`config.mk`:
```
export PLATFORM = sky130hd
export DESIGN_NAME = writeback_stage
export DESIGN_NICKNAME = d
export VERILOG_FILES = /design/src/rtl/writeback_stage.sv
export SDC_FILE = /design/constraint.sdc
export NUM_CORES = 1
export LEC_CHECK = 0
export CAP_MARGIN = 25
export CORE_MARGIN = 10
export CORE_UTILIZATION = 31
export CTS_CLUSTER_DIAMETER = 120
export CTS_CLUSTER_SIZE = 24
export DETAILED_ROUTE_END_ITERATION = 6
export PLACE_DENSITY_LB_ADDON = 0.12
export SLEW_MARGIN = 20
export SYNTH_ARGS = -nofsm -noshare
export SYNTH_HDL_FRONTEND = slang
export SYNTH_SLANG_ARGS = --single-unit
```
`constraint.sdc`:
```
create_clock -name i_clk -period 2.8 [get_ports i_clk]
set_input_delay 0.42 -clock i_clk [delete_from_list [all_inputs] [get_ports i_clk]]
set_output_delay 0.42 -clock i_clk [all_outputs]
set_load 0.01 [all_outputs]
```
`src/rtl/writeback_stage.sv`:
```
// Writeback stage: retires ALU results immediately, and waits for the data-memory response on loads.
// Optional WB_BYPASS_EN adds combinational forwarding of the value about to be written.
module writeback_stage #(
  parameter int MAX_WAIT = 16,
  parameter int CNT_W    = 16
) (
  input  logic             i_clk,
  input  logic             i_rst,
  input  logic             i_mem_valid,
  output logic             o_mem_ready,
  input  logic             i_con_RegWr,
  input  logic             i_con_MemToReg,
  input  logic [1:0]       i_con_LoadSize,
  input  logic             i_con_LoadSigned,
  input  logic [4:0]       i_addr_WrReg,
  input  logic [31:0]      i_data_AluResult,
  input  logic             i_dmem_rvalid,
  input  logic [31:0]      i_dmem_rdata,
  output logic             o_con_RegWr,
  output logic [4:0]       o_addr_WrReg,
  output logic [31:0]      o_data_WrData,
  output logic             o_stall,
  output logic             o_err_timeout,
  output logic [CNT_W-1:0] o_cnt_retired,
  output logic             dbg_state
`ifdef WB_BYPASS_EN
  ,
  output logic             o_fwd_valid,
  output logic [4:0]       o_fwd_addr,
  output logic [31:0]      o_fwd_data
`endif
);

  // Handshake: an instruction transfers on any cycle where i_mem_valid && o_mem_ready;
  // o_mem_ready depends only on state, never on i_mem_valid.
  localparam int WAIT_W = (MAX_WAIT < 2) ? 1 : $clog2(MAX_WAIT);

  typedef enum logic {S_IDLE = 1'b0, S_WAIT = 1'b1} state_t;

  state_t            state_q, state_d;
  logic [WAIT_W-1:0] wait_q, wait_d;
  logic              lat_regwr_q, lat_signed_q;
  logic [1:0]        lat_size_q, lat_off_q;
  logic [4:0]        lat_dest_q;
  logic              capture, wr_en, retire, timeout;
  logic [4:0]        wr_addr;
  logic [31:0]       wr_data, load_data;

  function automatic logic [31:0] extract(input logic [31:0] rdata, input logic [1:0] size,
                                          input logic [1:0] off, input logic sgn);
    logic [7:0]  b;
    logic [15:0] h;
    logic [31:0] r;
    b = rdata[8*off +: 8];
    h = off[1] ? rdata[31:16] : rdata[15:0];
    case (size)
      2'b10:   r = {{24{sgn & b[7]}}, b};
      2'b01:   r = {{16{sgn & h[15]}}, h};
      default: r = rdata;
    endcase
    return r;
  endfunction

  always_comb begin
    state_d     = state_q;
    wait_d      = '0;
    capture     = 1'b0;
    wr_en       = 1'b0;
    retire      = 1'b0;
    timeout     = 1'b0;
    wr_addr     = i_addr_WrReg;
    wr_data     = i_data_AluResult;
    load_data   = extract(i_dmem_rdata, lat_size_q, lat_off_q, lat_signed_q);
    o_mem_ready = (state_q == S_IDLE);
    o_stall     = (state_q == S_WAIT);
    case (state_q)
      S_IDLE: begin
        if (i_mem_valid) begin
          if (i_con_MemToReg) begin
            capture = 1'b1;
            state_d = S_WAIT;
          end else begin
            retire = 1'b1;
            wr_en  = i_con_RegWr && (i_addr_WrReg != 5'd0);
          end
        end
      end
      S_WAIT: begin
        wr_addr = lat_dest_q;
        wr_data = load_data;
        // A response on the final wait cycle still completes the load.
        if (i_dmem_rvalid) begin
          retire  = 1'b1;
          wr_en   = lat_regwr_q && (lat_dest_q != 5'd0);
          state_d = S_IDLE;
        end else if (wait_q == WAIT_W'(MAX_WAIT - 1)) begin
          timeout = 1'b1;
          state_d = S_IDLE;
        end else begin
          wait_d = wait_q + WAIT_W'(1);
        end
      end
      default: state_d = S_IDLE;
    endcase
  end

  always_ff @(posedge i_clk) begin
    if (i_rst) begin
      state_q       <= S_IDLE;
      wait_q        <= '0;
      lat_regwr_q   <= 1'b0;
      lat_signed_q  <= 1'b0;
      lat_size_q    <= 2'b00;
      lat_off_q     <= 2'b00;
      lat_dest_q    <= 5'd0;
      o_con_RegWr   <= 1'b0;
      o_addr_WrReg  <= 5'd0;
      o_data_WrData <= 32'd0;
      o_err_timeout <= 1'b0;
      o_cnt_retired <= '0;
    end else begin
      state_q     <= state_d;
      wait_q      <= wait_d;
      o_con_RegWr <= wr_en;
      if (capture) begin
        lat_regwr_q  <= i_con_RegWr;
        lat_signed_q <= i_con_LoadSigned;
        lat_size_q   <= i_con_LoadSize;
        lat_off_q    <= i_data_AluResult[1:0];
        lat_dest_q   <= i_addr_WrReg;
      end
      if (wr_en) begin
        o_addr_WrReg  <= wr_addr;
        o_data_WrData <= wr_data;
      end
      if (retire)  o_cnt_retired <= o_cnt_retired + CNT_W'(1);
      if (timeout) o_err_timeout <= 1'b1;
    end
  end

  assign dbg_state = state_q;

`ifdef WB_BYPASS_EN
  assign o_fwd_valid = wr_en;
  assign o_fwd_addr  = wr_addr;
  assign o_fwd_data  = wr_data;
`endif

endmodule

```
After elaboration in Yosys (flattened, before gate mapping)
Cells that the tools add are included.
{ "op_classes": {"n_addsub": 2, "bitwise": 3, "n_reduce_logical": 5, "n_eq_ne": 3, "n_shift": 1, "n_mux": 21} }
{ "op_table": {"columns": ["cell", "n"], "rows": [
  ["$pmux W32 S2", 1],
  ["$mux W32", 1],
  ["$shiftx A32 B6 Y8", 1],
  ["$add A16 B1 Y16 const B", 1],
  ["$mux W16", 1],
  ["$mux W1", 14],
  ["$reduce_bool A5 Y1", 2],
  ["$pmux W1 S2", 3],
  ["$mux W5", 1],
  ["$add A4 B1 Y4 const B", 1],
  ["$eq A4 B4 Y1 const B", 1],
  ["$reduce_or A4 Y1", 1],
  ["$and A1 B1 Y1", 2],
  ["$eq A2 B1 Y1 const B", 1],
  ["$eq A2 B2 Y1 const B", 1],
  ["$logic_and A1 B1 Y1", 2],
  ["$not A1 Y1", 1]
]} }
{ "totals": {"regBits": 71, "elab_cells": 47, "out_inout_bits": 58, "in_bits": 78} }

Logic depth before layout (Yosys ltp)
Gate-level depths: netlist (run 1).
{ "logic_depth": {"depth_word": 5, "ltp_mapped": 9, "ltp_nobuf": 7} }

Worst setup path after synthesis (run 1)
Ideal clock, no wire load.
{ "synth_timing": {"path_type": "reg-to-reg", "startpoint": "register lat_size_q[0]", "endpoint": "register o_data_WrData[23]", "arrival_time_ps": 1827, "path_slack_ps": 902, "n_path_buf": 2, "setup_time_ps": 71, "period_less_slack_ps": 1898, "required_time_ps": 2729, "path_stages_with_launch": 9, "cell_sequence": "dfxtp_1 > inv_1 > ha_1 > buf_2 > or4b_4 > nand3_4 > buf_8 > o221ai_2 > a21oi_2"} }
{ "synth_via": {"elab_chain_len": 3, "elab_cells_between_ends": 4, "classes_between": "2 x eq/ne; 2 x mux"} }
{ "synth_rtl": {"columns": ["item", "line", "source"], "rows": [
  ["from (decl)", "43", "logic [1:0] lat_size_q, lat_off_q;"],
  ["from (signal assigned)", "128", "lat_size_q <= i_con_LoadSize;"],
  ["$eq A2 B1 Y1 or $eq A2 B2 Y1 (tied branches)", "56", "case (size)"],
  ["$pmux W32 S2 *", "56", null],
  ["$mux W32 *", "76", "case (state_q)"],
  ["to (signal assigned)", "134", "o_data_WrData <= wr_data;"],
  ["to (decl)", "21", "output logic [31:0] o_data_WrData,"]
]} }
Mark *: on every way between the ends. The rest lies on a longest branch, timed or not.
A chain may end at the register's enable or synchronous reset.

Worst setup path after layout (run 1)
{ "layout_timing": {"startpoint": "register lat_size_q[0]", "endpoint": "register o_data_WrData[11]"} }
The elaborated chain is that of the path after synthesis.

==> impl_metrics.sql, run 1 <==
INSERT INTO impl_metrics (metric_group, metric, value, unit) VALUES
('synthesis', 'synthFlopType', 'sky130_fd_sc_hd__dfxtp_1', ''),
('final_layout', 'layout-area-overhead-vs-synth', '46.2', '%'),
('global_route', 'maximum_number_of_pins_on_one_net_before_global_route_repair', '49', ''),
('floorplanning', 'rows', '40', ''),
('synthesis', 'mappedNetlistArea', '3770', 'um2'),
('sta', 'final.period_utilization', '80.2', '%'),
('power_and_ir_drop', 'ir_drop', '0.198', 'mV'),
('sta', 'finalSetupTns', '0', 'ps'),
('global_route', 'grt_first_pass_wirelength', '20.7', 'mm'),
('drt', 'drt-wirelength-per-cell', '18.2', 'um'),
('global_route', 'grtUsageMet1', '19.6', '%'),
('sta', 'finalHoldWorstSlack', '447', 'ps'),
('global_route', 'grt_use_met2', '24.6', '%'),
('synthesis', 'synth.ff_latch_count', '71', ''),
('critical_path', 'path_cells', 'inv_1, ha_1, clkinv_1, a41o_1, a221oi_1, o41ai_1', ''),
('critical_path', 'critical_path_arrival', '2410', 'ps'),
('critical_path', 'critPathBufInv', '2', ''),
('placement', 'buffer_ports.inserted', '135', ''),
('clock_tree', 'h_tree_level_count', '3', ''),
('critical_path', 'cp-start-kind', 'flop', ''),
('sta', 'finalMaxSlewViolations', '0', ''),
('synthesis', 'synth.lib_cells_used.distinct', '51', ''),
('global_route', 'track_usage', '15.5', '%'),
('job', 'max_cap_violations', '0', ''),
('synthesis', 'synth.yosys.seq_area_share', '37.7', '%'),
('global_route', 'via_count_of_the_first_global_routing_pass', '3792', ''),
('final_layout', 'finish.net_count', '653', ''),
('floorplanning', 'floorplan.die_area', '17000', 'um2'),
('critical_path', 'setup.worst_path.class', 'flop to flop', ''),
('clock_tree', 'tritoncts', 'built', ''),
('global_route', 'grt-ovfl-total', '0', ''),
('hold_path', 'min-delay-start', 'wait_q[0]', ''),
('critical_path', 'startpoint', 'lat_size_q[0]', ''),
('outcome', 'outcome', 'complete, no violations', ''),
('sta', 'clock_skew', '6.40', 'ps'),
('drt', 'dr.first_iter.drc_count', '267', ''),
('synthesis', 'synth_warnings', '0', ''),
('drt', 'overall_routed_net_length', '13.1', 'mm'),
('clock_tree', 'setup_fix_bufs_post_cts', '0', ''),
('drt', 'final_antenna_net_count', '0', ''),
('drt', 'route.detailed.vias_per_inst', '5.21', ''),
('critical_path', 'cpLargestDelayFamily', 'compound AO/OA/AOI/OAI gates', ''),
('clock_tree', 'clockBufferDepth', '2', ''),
('synthesis', 'synth_cells', '450', ''),
('placement', 'gp_congestion', '0.801', ''),
('critical_path', 'worst_r2r_startpoint', 'lat_size_q[0]', ''),
('floorplanning', 'start_util', '31.5', '%'),
('sta', 'maxSlewHeadroom', '33.1', '%'),
('sta', 'rsz0062_at_grt', 'no', ''),
('synthesis', 'synth.avg_cell_area', '8.39', 'um2'),
('drt', 'route.detailed.drc', '0', ''),
('critical_path', 'critical_path_sink_type', 'flop', ''),
('synthesis', 'syn-num-nets', '532', ''),
('floorplanning', 'die_height', '130', 'um'),
('sta', 'maxClockFrequency', '445', 'MHz'),
('critical_path', 'crit_required', '2970', 'ps'),
('final_layout', 'commonest_non_fill_non_tap_cell_in_the_layout', 'sky130_fd_sc_hd__clkdlybuf4s50_1', ''),
('global_route', 'grt_busiest_layer', 'met2', ''),
('hold_path', 'holdCritPathClass', 'flop to flop', ''),
('global_route', 'gr-usage-met3', '4.50', '%'),
('sta', 'finalCriticalPeriod', '2240', 'ps'),
('placement', 'hpwlAfterDp', '10.0', 'mm'),
('sta', 'finalHoldViolations', '0', ''),
('final_layout', 'post_route_cells_drive_above_1_share', '10.3', '%'),
('drt', 'route.vias.total', '3765', ''),
('synthesis', 'post_synth_edffs', '0', ''),
('sta', 'max_slew.worst_pin.slew', '1000', 'ps'),
('final_layout', 'layout_common_cells', 'sky130_fd_sc_hd__clkdlybuf4s50_1 (134), sky130_fd_sc_hd__dfxtp_1 (70), sky130_fd_sc_hd__nor2_1 (46)', ''),
('final_layout', 'finish.utilization', '46.1', '%'),
('synthesis', 'ys_async_sr_fraction', '0', '%'),
('clock_tree', 'ctsHoldBuffers', '0', '');
registers in the layout (all words and copies together), names as in the netlist:
name           cells
o_addr_WrReg       5
wait_q             4
lat_dest_q         5
o_data_WrData     32
lat_regwr_q        1
o_cnt_retired     16
dbg_state          1
lat_off_q          2
o_con_RegWr        1
lat_size_q         2
lat_signed_q       1
o_err_timeout      1
power by group:
group	leakage (nW)	internal (mW)	switching, mW
combinational	1.15	0.235	0.223
clock	0.138	0.642	0.423
sequential	0.577	1.05	0.0259
total	1.86	1.92	0.672
logic make-up (layout without fill, tap and decap cells):
| logic type | Yosys count | after routing | share of synthesized area [%] |
|---|---|---|---|
| AO/OA/AOI/OAI | 143 | 143 | 27.6 |
| XOR/XNOR | 12 | 12 | 2.79 |
| adder cells (fa/ha/maj) | 4 | 4 | 1.33 |
| buffers and inverters | 54 | 179 | 6.70 |
| flip-flops | 71 | 71 | 37.7 |
| multiplexers | 13 | 13 | 3.81 |
| AND/OR/NAND/NOR | 153 | 153 | 20.1 |
stage by stage:
step / power (mW) / std cells / setup slack, ps / area (um2)
detailed placement: 1.55 / 707 / 323 / 5240
floorplan: 1.31 / 450 / 902 / 3770
global placement: 1.55 / 707 / 330 / 5240
finish: 2.60 / 722 / 555 / 5520
CTS: 2.63 / 722 / 515 / 5520
global route: 2.72 / 722 / 355 / 5520
routing by layer:
layer | part of all wire [%] | vias to the layer above | wire length, um
li1 | - | 1872 | -
met3 | 7.4 | 15 | 976
met2 | 46 | 104 | 5990
met4 | 1.7 | 0 | 221
met1 | 45 | 1774 | 5920
met5 | 0 | - | 0
layout make-up:
class	count	area [um2]
flip-flops and latches	71	1420
clock inverters	3	18.8
multi-input cells	325	2110
clock buffers	12	256
well taps	147	184
repair buffers	148	1470
fillers	1177	6440
inverters	16	60.1
cells in the mapped netlist, types with 4 or more instances:
library cell | number | area, um2
sky130_fd_sc_hd__buf_2 | 10 | 50.1
sky130_fd_sc_hd__o221ai_1 | 6 | 52.6
sky130_fd_sc_hd__dfxtp_1 | 71 | 1420
sky130_fd_sc_hd__nand4_1 | 4 | 25.0
sky130_fd_sc_hd__o21ai_0 | 30 | 150
sky130_fd_sc_hd__and2_1 | 17 | 106
sky130_fd_sc_hd__nor2_1 | 46 | 173
sky130_fd_sc_hd__or3_1 | 5 | 31.3
sky130_fd_sc_hd__a21oi_1 | 35 | 175
sky130_fd_sc_hd__o41ai_1 | 7 | 61.3
sky130_fd_sc_hd__a21oi_2 | 10 | 87.6
sky130_fd_sc_hd__a311oi_1 | 7 | 61.3
sky130_fd_sc_hd__o221ai_2 | 10 | 150
sky130_fd_sc_hd__xnor2_1 | 8 | 70.1
sky130_fd_sc_hd__nand3b_1 | 8 | 60.1
sky130_fd_sc_hd__nor2b_1 | 4 | 25.0
sky130_fd_sc_hd__mux2i_1 | 11 | 110
sky130_fd_sc_hd__nand2_1 | 45 | 169
sky130_fd_sc_hd__clkbuf_1 | 21 | 78.8
sky130_fd_sc_hd__o211ai_1 | 8 | 60.1
sky130_fd_sc_hd__o22ai_1 | 7 | 43.8
sky130_fd_sc_hd__nand3_1 | 10 | 50.1
sky130_fd_sc_hd__inv_1 | 15 | 56.3
sky130_fd_sc_hd__a221oi_1 | 7 | 61.3
sky130_fd_sc_hd__a211oi_1 | 6 | 45.0
sky130_fd_sc_hd__xor2_1 | 4 | 35.0
sky130_fd_sc_hd__ha_1 | 4 | 50.1
final timing paths:
| kind | end | slack, ps | cells after the start |
|---|---|---|---|
| max | o_data_WrData[11] | 560 | 6 |
| min reg2reg | wait_q[0] | 450 | 1 |
| min | wait_q[0] | 450 | 1 |
| max reg2reg | o_data_WrData[11] | 560 | 6 |
(Power assumes the default switching activity.)
==> inputs of run 2 (changes only) <==
==> constraint.sdc (replaced) <==
create_clock -name i_clk -period 1.9 [get_ports i_clk]
set_input_delay 0.285 -clock i_clk [delete_from_list [all_inputs] [get_ports i_clk]]
set_output_delay 0.285 -clock i_clk [all_outputs]
set_load 0.01 [all_outputs]
==> impl_metrics.sql, run 2 (synthesis gave the netlist of run 1 again) <==
INSERT INTO impl_metrics (metric_group, metric, value, unit) VALUES
('final_layout', 'post_route_cells_drive_above_1_share', '17.1', '%'),
('placement', 'gp_congestion', '0.906', ''),
('sta', 'finalMaxSlewViolations', '0', ''),
('critical_path', 'crit_fanout', '10', ''),
('global_route', 'via_count_of_the_first_global_routing_pass', '3974', ''),
('final_layout', 'finish.net_count', '681', ''),
('final_layout', 'largest_registers', 'o_data_WrData x32, o_cnt_retired x16', ''),
('power_and_ir_drop', 'p_leak', '2.04', 'nW'),
('global_route', 'grt-ovfl-total', '0', ''),
('placement', 'hpwlAfterDp', '10.7', 'mm'),
('clock_tree', 'h_tree_level_count', '3', ''),
('clock_tree', 'tritoncts', 'built', ''),
('final_layout', 'layout_common_cells', 'sky130_fd_sc_hd__clkdlybuf4s50_1 (134), sky130_fd_sc_hd__dfxtp_1 (68), sky130_fd_sc_hd__nor2_1 (45), sky130_fd_sc_hd__nand2_1 (45), sky130_fd_sc_hd__a21oi_1 (34)', ''),
('final_layout', 'multi_input_comb_area', '2190', 'um2'),
('drt', 'dr.first_iter.drc_count', '231', ''),
('floorplanning', 'die_w', '130', 'um'),
('critical_path', 'startpoint', 'lat_off_q[1]', ''),
('critical_path', 'critical_path_sink_type', 'flop', ''),
('critical_path', 'rr_endpoint', 'o_data_WrData[20]', ''),
('clock_tree', 'clockBufferDepth', '2', ''),
('global_route', 'maximum_number_of_pins_on_one_net_before_global_route_repair', '55', ''),
('critical_path', 'path_cells', 'buf_6, mux2i_1, or4b_4, nand3_4, buf_4, o221ai_1, a21oi_2', ''),
('sta', 'clock_skew', '6.13', 'ps'),
('critical_path', 'crit_path_end', 'o_data_WrData[20]', ''),
('sta', 'maxSlewHeadroom', '66.4', '%'),
('power_and_ir_drop', 'power', '3.97', 'mW'),
('final_layout', 'num-fill-cells', '1129', ''),
('sta', 'setup_violations', '0', ''),
('placement', 'detailedPlace.worstSlack', '-406', 'ps'),
('sta', 'maxClockFrequency', '537', 'MHz'),
('critical_path', 'timing.reg2reg.worst_path_depth', '7', ''),
('drt', 'route.detailed.vias_per_inst', '5.17', ''),
('global_route', 'track_usage', '16.4', '%'),
('sta', 'finalHoldViolations', '0', ''),
('floorplanning', 'rows', '40', ''),
('sta', 'final.period_utilization', '98.1', '%'),
('sta', 'max_slew.worst_pin.slew', '502', 'ps'),
('placement', 'buffer_ports.inserted', '135', ''),
('floorplanning', 'start_util', '31.5', '%'),
('final_layout', 'finish.utilization', '49.4', '%'),
('global_route', 'grt_antenna_before_repair', '0', ''),
('final_layout', 'finalInstanceArea', '5900', 'um2'),
('placement', 'detailed_place.area', '5460', 'um2'),
('critical_path', 'timing.reg2reg.setup_slack', '40', 'ps'),
('floorplanning', 'core_area', '12000', 'um2'),
('clock_tree', 'cts.root.buffer_cell', 'sky130_fd_sc_hd__clkbuf_16', ''),
('drt', 'overall_routed_net_length', '14.2', 'mm'),
('floorplanning', 'pin_count', '136', ''),
('final_layout', 'registers.top_by_ff_count', 'o_data_WrData', ''),
('critical_path', 'critical_path_arrival', '2130', 'ps'),
('critical_path', 'crit_required', '2170', 'ps'),
('job', 'max_cap_violations', '0', ''),
('final_layout', 'commonest_non_fill_non_tap_cell_in_the_layout', 'sky130_fd_sc_hd__clkdlybuf4s50_1', ''),
('hold_path', 'holdCritPathClass', 'input port to flop', ''),
('sta', 'finalSetupTns', '0', 'ps'),
('sta', 'setup_slack', '36.9', 'ps'),
('power_and_ir_drop', 'power_per_cell_area', '673', 'nW/um2'),
('drt', 'firstDrtPassIters', '6', ''),
('critical_path', 'worst_r2r_startpoint', 'lat_off_q[1]', ''),
('clock_tree', 'cts_buffers', '9', ''),
('global_route', 'grt_first_pass_wirelength', '21.6', 'mm'),
('outcome', 'outcome', 'complete, no violations', ''),
('clock_tree', 'clk_transition_reported_paths', '60', 'ps'),
('power_and_ir_drop', 'ir_drop', '0.505', 'mV'),
('clock_tree', 'clkLatencyLatePin', '340', 'ps'),
('critical_path', 'max_stage_delay', '550', 'ps'),
('drt', 'route.detailed.drc', '0', ''),
('critical_path', 'cp-start-kind', 'flop', ''),
('clock_tree', 'ctsHoldBuffers', '0', ''),
('drt', 'final_antenna_net_count', '0', ''),
('drt', 'route.vias.total', '3884', ''),
('final_layout', 'largest_register_ff_count', '32', ''),
('final_layout', 'layout-area-overhead-vs-synth', '56.4', '%'),
('floorplanning', 'die_height', '130', 'um'),
('drt', 'drt-wirelength-per-cell', '19.0', 'um'),
('final_layout', 'area.sequential', '1430', 'um2'),
('floorplanning', 'floorplan.die_area', '17000', 'um2'),
('critical_path', 'setup.worst_path.class', 'flop to flop', ''),
('final_layout', 'antenna-diode-count', '0', ''),
('sta', 'finalCriticalPeriod', '1860', 'ps'),
('clock_tree', 'cts_sinks', '71', ''),
('critical_path', 'worst_path_cell_with_the_longest_stage_delay', 'sky130_fd_sc_hd__or4b_4', '');
[run 2: changes by cell type in the layout (fill, tap and decap cells not counted), sizes merged]
cell      change
clkinvlp      +3
clkinv        -1
clkbuf        +1
buf          +26
[run 2: area by class of cell]
class                      count  share of cell area (%)
multi-input combinational    325                    37.0
tap                          147                    3.12
inverter                      16                    1.14
sequential                    71                    24.1
timing repair buffer         176                    29.7
clock buffer                  11                    4.28
clock inverter                 5                   0.530
[run 2: stage by stage]
stage                     hold WS, ps  cells
after floorplan                   418    450
after global placement            435    731
after detailed placement          441    731
after CTS                         351    747
after global routing              382    751
final                             365    751
[run 2: power breakdown]
group          internal (mW)  total, mW  switching [mW]
Sequential              1.54       1.58          0.0419
Combinational          0.410      0.773           0.363
Clock                  0.952       1.61           0.663
[run 2: metal layers]
metal  wire [um]  vias up  track usage, %  part of all wire [%]
li1            -     1925               -                     -
met1        6330     1816            20.3                    44
met2        6510      125            26.0                    46
met3        1160       18            6.04                   8.2
met4         247        0            4.84                   1.7
met5           0        -               0                     0
[run 2: worst max-delay path: cells and delay by family (launching register included)]
kind | cells | cell delay, ps
and+or+nand+nor | 2 | 690
DFF | 1 | 370
buffers and inverters | 2 | 300
AOI/OAI and AO/OA | 2 | 300
muxes | 1 | 130
[run 2: how the worst min path moves through the flow]
stage	cells past startpoint	slack (ps)	endpoint	from
2_1_floorplan	1	420	wait_q[0]	wait_q[0]
3_3_place_gp	1	440	wait_q[0]	wait_q[0]
3_5_place_dp	1	440	wait_q[0]	wait_q[0]
4_1_cts	2	350	o_cnt_retired[0]	i_rst
5_1_grt	2	380	o_cnt_retired[7]	i_rst
6_report	2	360	o_cnt_retired[0]	i_rst
[run 2: repair_timing]
action,in CTS,in global routing
gates resized for setup,8,10
buffers inserted,0,2
hold endpoints to repair,0,0
pin swaps,1,3
endpoints found under the setup margin,20,23
cloned,0,2
==> inputs of run 3 (changes only) <==
--- a/config.mk
+++ b/config.mk
@@ -12,6 +12,7 @@
 export CTS_CLUSTER_SIZE = 24
 export DETAILED_ROUTE_END_ITERATION = 6
 export PLACE_DENSITY_LB_ADDON = 0.12
+export SETUP_SLACK_MARGIN = 0.5
 export SLEW_MARGIN = 20
 export SYNTH_ARGS = -nofsm -noshare
 export SYNTH_HDL_FRONTEND = slang
==> impl_metrics.sql, run 3 (synthesis gave the netlist of run 1 again) <==
INSERT INTO impl_metrics (metric_group, metric, value, unit) VALUES
('outcome', 'outcome', 'complete, no violations', ''),
('final_layout', 'finish.net_count', '697', ''),
('clock_tree', 'clk_transition_reported_paths', '60', 'ps'),
('drt', 'route.detailed.vias_per_inst', '5.23', ''),
('power_and_ir_drop', 'net_switching_power', '1.11', 'mW'),
('global_route', 'grt_first_pass_wirelength', '21.9', 'mm'),
('power_and_ir_drop', 'power_per_cell_area', '664', 'nW/um2'),
('job', 'max_cap_violations', '0', ''),
('final_layout', 'registers.top_by_ff_count', 'o_data_WrData', ''),
('critical_path', 'startpoint', 'lat_dest_q[0]', ''),
('drt', 'route.detailed.drc', '0', ''),
('sta', 'setup_violations', '0', ''),
('global_route', 'maximum_number_of_pins_on_one_net_before_global_route_repair', '33', ''),
('clock_tree', 'ctsHoldBuffers', '0', ''),
('power_and_ir_drop', 'p_leak', '2.53', 'nW'),
('clock_tree', 'h_tree_level_count', '3', ''),
('sta', 'finalHoldWorstSlack', '449', 'ps'),
('critical_path', 'setup.worst_path.class', 'flop to flop', ''),
('critical_path', 'timing.reg2reg.setup_slack', '100', 'ps'),
('power_and_ir_drop', 'power_report.internal_total', '3.10', 'mW'),
('drt', 'route.vias.total', '4010', ''),
('critical_path', 'cp-start-kind', 'flop', ''),
('final_layout', 'largest_registers', 'o_data_WrData x32, o_cnt_retired x16', ''),
('sta', 'finalSetupTns', '0', 'ps'),
('clock_tree', 'cts_buffers', '9', ''),
('floorplanning', 'pin_count', '136', ''),
('critical_path', 'timing.reg2reg.worst_path_depth', '7', ''),
('critical_path', 'worst_r2r_startpoint', 'lat_dest_q[0]', ''),
('clock_tree', 'cts_sinks', '71', ''),
('critical_path', 'crit_required', '2130', 'ps'),
('sta', 'setup_slack', '100', 'ps'),
('final_layout', 'layout-area-overhead-vs-synth', '68.2', '%'),
('clock_tree', 'clockBufferDepth', '2', ''),
('placement', 'buffer_ports.inserted', '135', ''),
('floorplanning', 'core_area', '12000', 'um2'),
('sta', 'maxClockFrequency', '556', 'MHz'),
('power_and_ir_drop', 'clkPwrFrac', '42.5', '%'),
('floorplanning', 'die_w', '130', 'um'),
('final_layout', 'commonest_non_fill_non_tap_cell_in_the_layout', 'sky130_fd_sc_hd__clkdlybuf4s50_1', ''),
('drt', 'overall_routed_net_length', '14.2', 'mm'),
('sta', 'max_slew.worst_pin.slew', '643', 'ps'),
('sta', 'final.period_utilization', '94.7', '%'),
('final_layout', 'layout_common_cells', 'sky130_fd_sc_hd__clkdlybuf4s50_1 (69), sky130_fd_sc_hd__dfxtp_1 (62), sky130_fd_sc_hd__dlygate4sd2_1 (60)', ''),
('clock_tree', 'tritoncts', 'built', ''),
('final_layout', 'num-fill-cells', '1115', ''),
('drt', 'final_antenna_net_count', '0', ''),
('power_and_ir_drop', 'power.combinational.fraction', '19.9', '%'),
('global_route', 'track_usage', '16.4', '%'),
('global_route', 'via_count_of_the_first_global_routing_pass', '4064', ''),
('global_route', 'grt_antenna_before_repair', '0', ''),
('placement', 'detailedPlace.worstSlack', '-331', 'ps'),
('sta', 'rsz0062_at_grt', 'yes', ''),
('global_route', 'grt-ovfl-total', '0', ''),
('placement', 'gp_congestion', '0.851', ''),
('clock_tree', 'clkLatencyLatePin', '330', 'ps'),
('critical_path', 'critical_path_arrival', '2030', 'ps'),
('final_layout', 'post_route_cells_drive_above_1_share', '28.7', '%'),
('floorplanning', 'floorplan.die_area', '17000', 'um2'),
('critical_path', 'critical_path_sink_type', 'flop', ''),
('sta', 'clock_skew', '5.57', 'ps'),
('critical_path', 'crit_path_end', 'o_data_WrData[12]', ''),
('clock_tree', 'cts.root.buffer_cell', 'sky130_fd_sc_hd__clkbuf_16', ''),
('power_and_ir_drop', 'p_sw_share', '26.4', '%'),
('critical_path', 'crit_fanout', '7', ''),
('drt', 'dr.first_iter.drc_count', '197', ''),
('sta', 'finalCriticalPeriod', '1800', 'ps'),
('sta', 'maxSlewHeadroom', '57.1', '%'),
('floorplanning', 'die_height', '130', 'um'),
('final_layout', 'antenna-diode-count', '0', ''),
('sta', 'finalMaxSlewViolations', '0', ''),
('power_and_ir_drop', 'ir_drop', '0.438', 'mV'),
('hold_path', 'hold_depth', '2', ''),
('floorplanning', 'start_util', '31.5', '%'),
('final_layout', 'largest_register_ff_count', '32', ''),
('hold_path', 'holdCritPathClass', 'flop to flop', ''),
('placement', 'hpwlAfterDp', '10.4', 'mm'),
('power_and_ir_drop', 'power_frac_seq', '37.6', '%'),
('drt', 'drt-wirelength-per-cell', '18.5', 'um'),
('floorplanning', 'rows', '40', ''),
('drt', 'firstDrtPassIters', '4', ''),
('critical_path', 'rr_endpoint', 'o_data_WrData[12]', ''),
('sta', 'finalHoldViolations', '0', '');
[run 3: per-stage QoR]
| stage | power, mW | util [%] | cells | cell area [um2] |
|---|---|---|---|---|
| global placement | 2.33 | 45.5 | 727 | 5440 |
| global route | 4.38 | 53.1 | 767 | 6350 |
| detailed placement | 2.34 | 45.5 | 727 | 5440 |
| floorplan | 1.95 | - | 450 | 3860 |
| CTS | 4.17 | 50.7 | 761 | 6070 |
| finish | 4.22 | 53.1 | 767 | 6350 |
[run 3: routing by layer]
| layer | vias to the layer above | track usage (%) | wire [um] |
|---|---|---|---|
| met1 | 1913 | 21.0 | 6230 |
| met4 | 0 | 5.56 | 196 |
| met2 | 114 | 26.1 | 6580 |
| li1 | 1969 | - | - |
| met5 | - | 0 | 0 |
| met3 | 14 | 4.58 | 1170 |
[run 3: worst max-delay path, stage by stage (launching register included)]
cell                       delay, ps
sky130_fd_sc_hd__dfxtp_2         320
sky130_fd_sc_hd__or4_4           550
sky130_fd_sc_hd__o211ai_4        220
sky130_fd_sc_hd__o21a_4          210
sky130_fd_sc_hd__buf_12          130
sky130_fd_sc_hd__buf_16          120
sky130_fd_sc_hd__nand3b_1         90
sky130_fd_sc_hd__o41ai_2          60
[run 3: area by class of cell]
cell class              instances  area [um2]  area share, %
flip-flops and latches         71        1440           22.7
clock inverters                 4        51.3          0.808
inverters                      16        67.6           1.06
well taps                     147         184           2.90
multi-input cells             325        2490           39.2
clock buffers                  12         267           4.20
repair buffers                192        1850           29.2
[run 3: timing repair]
item,in CTS,in global routing
pin swaps,15,23
setup buffers,15,6
gates cloned,3,0
gates resized for setup,110,58
endpoints found under the hold margin,0,0
setup endpoints to repair,113,69
[run 3: worst min path at each step]
stage	end	from	slack, ps
floorplan	wait_q[0]	wait_q[0]	420
global placement	wait_q[0]	wait_q[0]	430
detailed placement	o_data_WrData[30]	o_data_WrData[30]	450
CTS	o_cnt_retired[11]	i_rst	440
global route	o_data_WrData[19]	o_data_WrData[19]	480
finish	o_data_WrData[30]	o_data_WrData[30]	450
[run 3: power groups by stage]
stage	Combinational, mW	Clock, mW	Sequential, mW
after floorplan	0.332	0	1.62
after global placement	0.718	0	1.61
after detailed placement	0.722	0	1.61
after CTS	0.776	1.81	1.58
after global routing	0.905	1.88	1.59
final	0.840	1.79	1.59
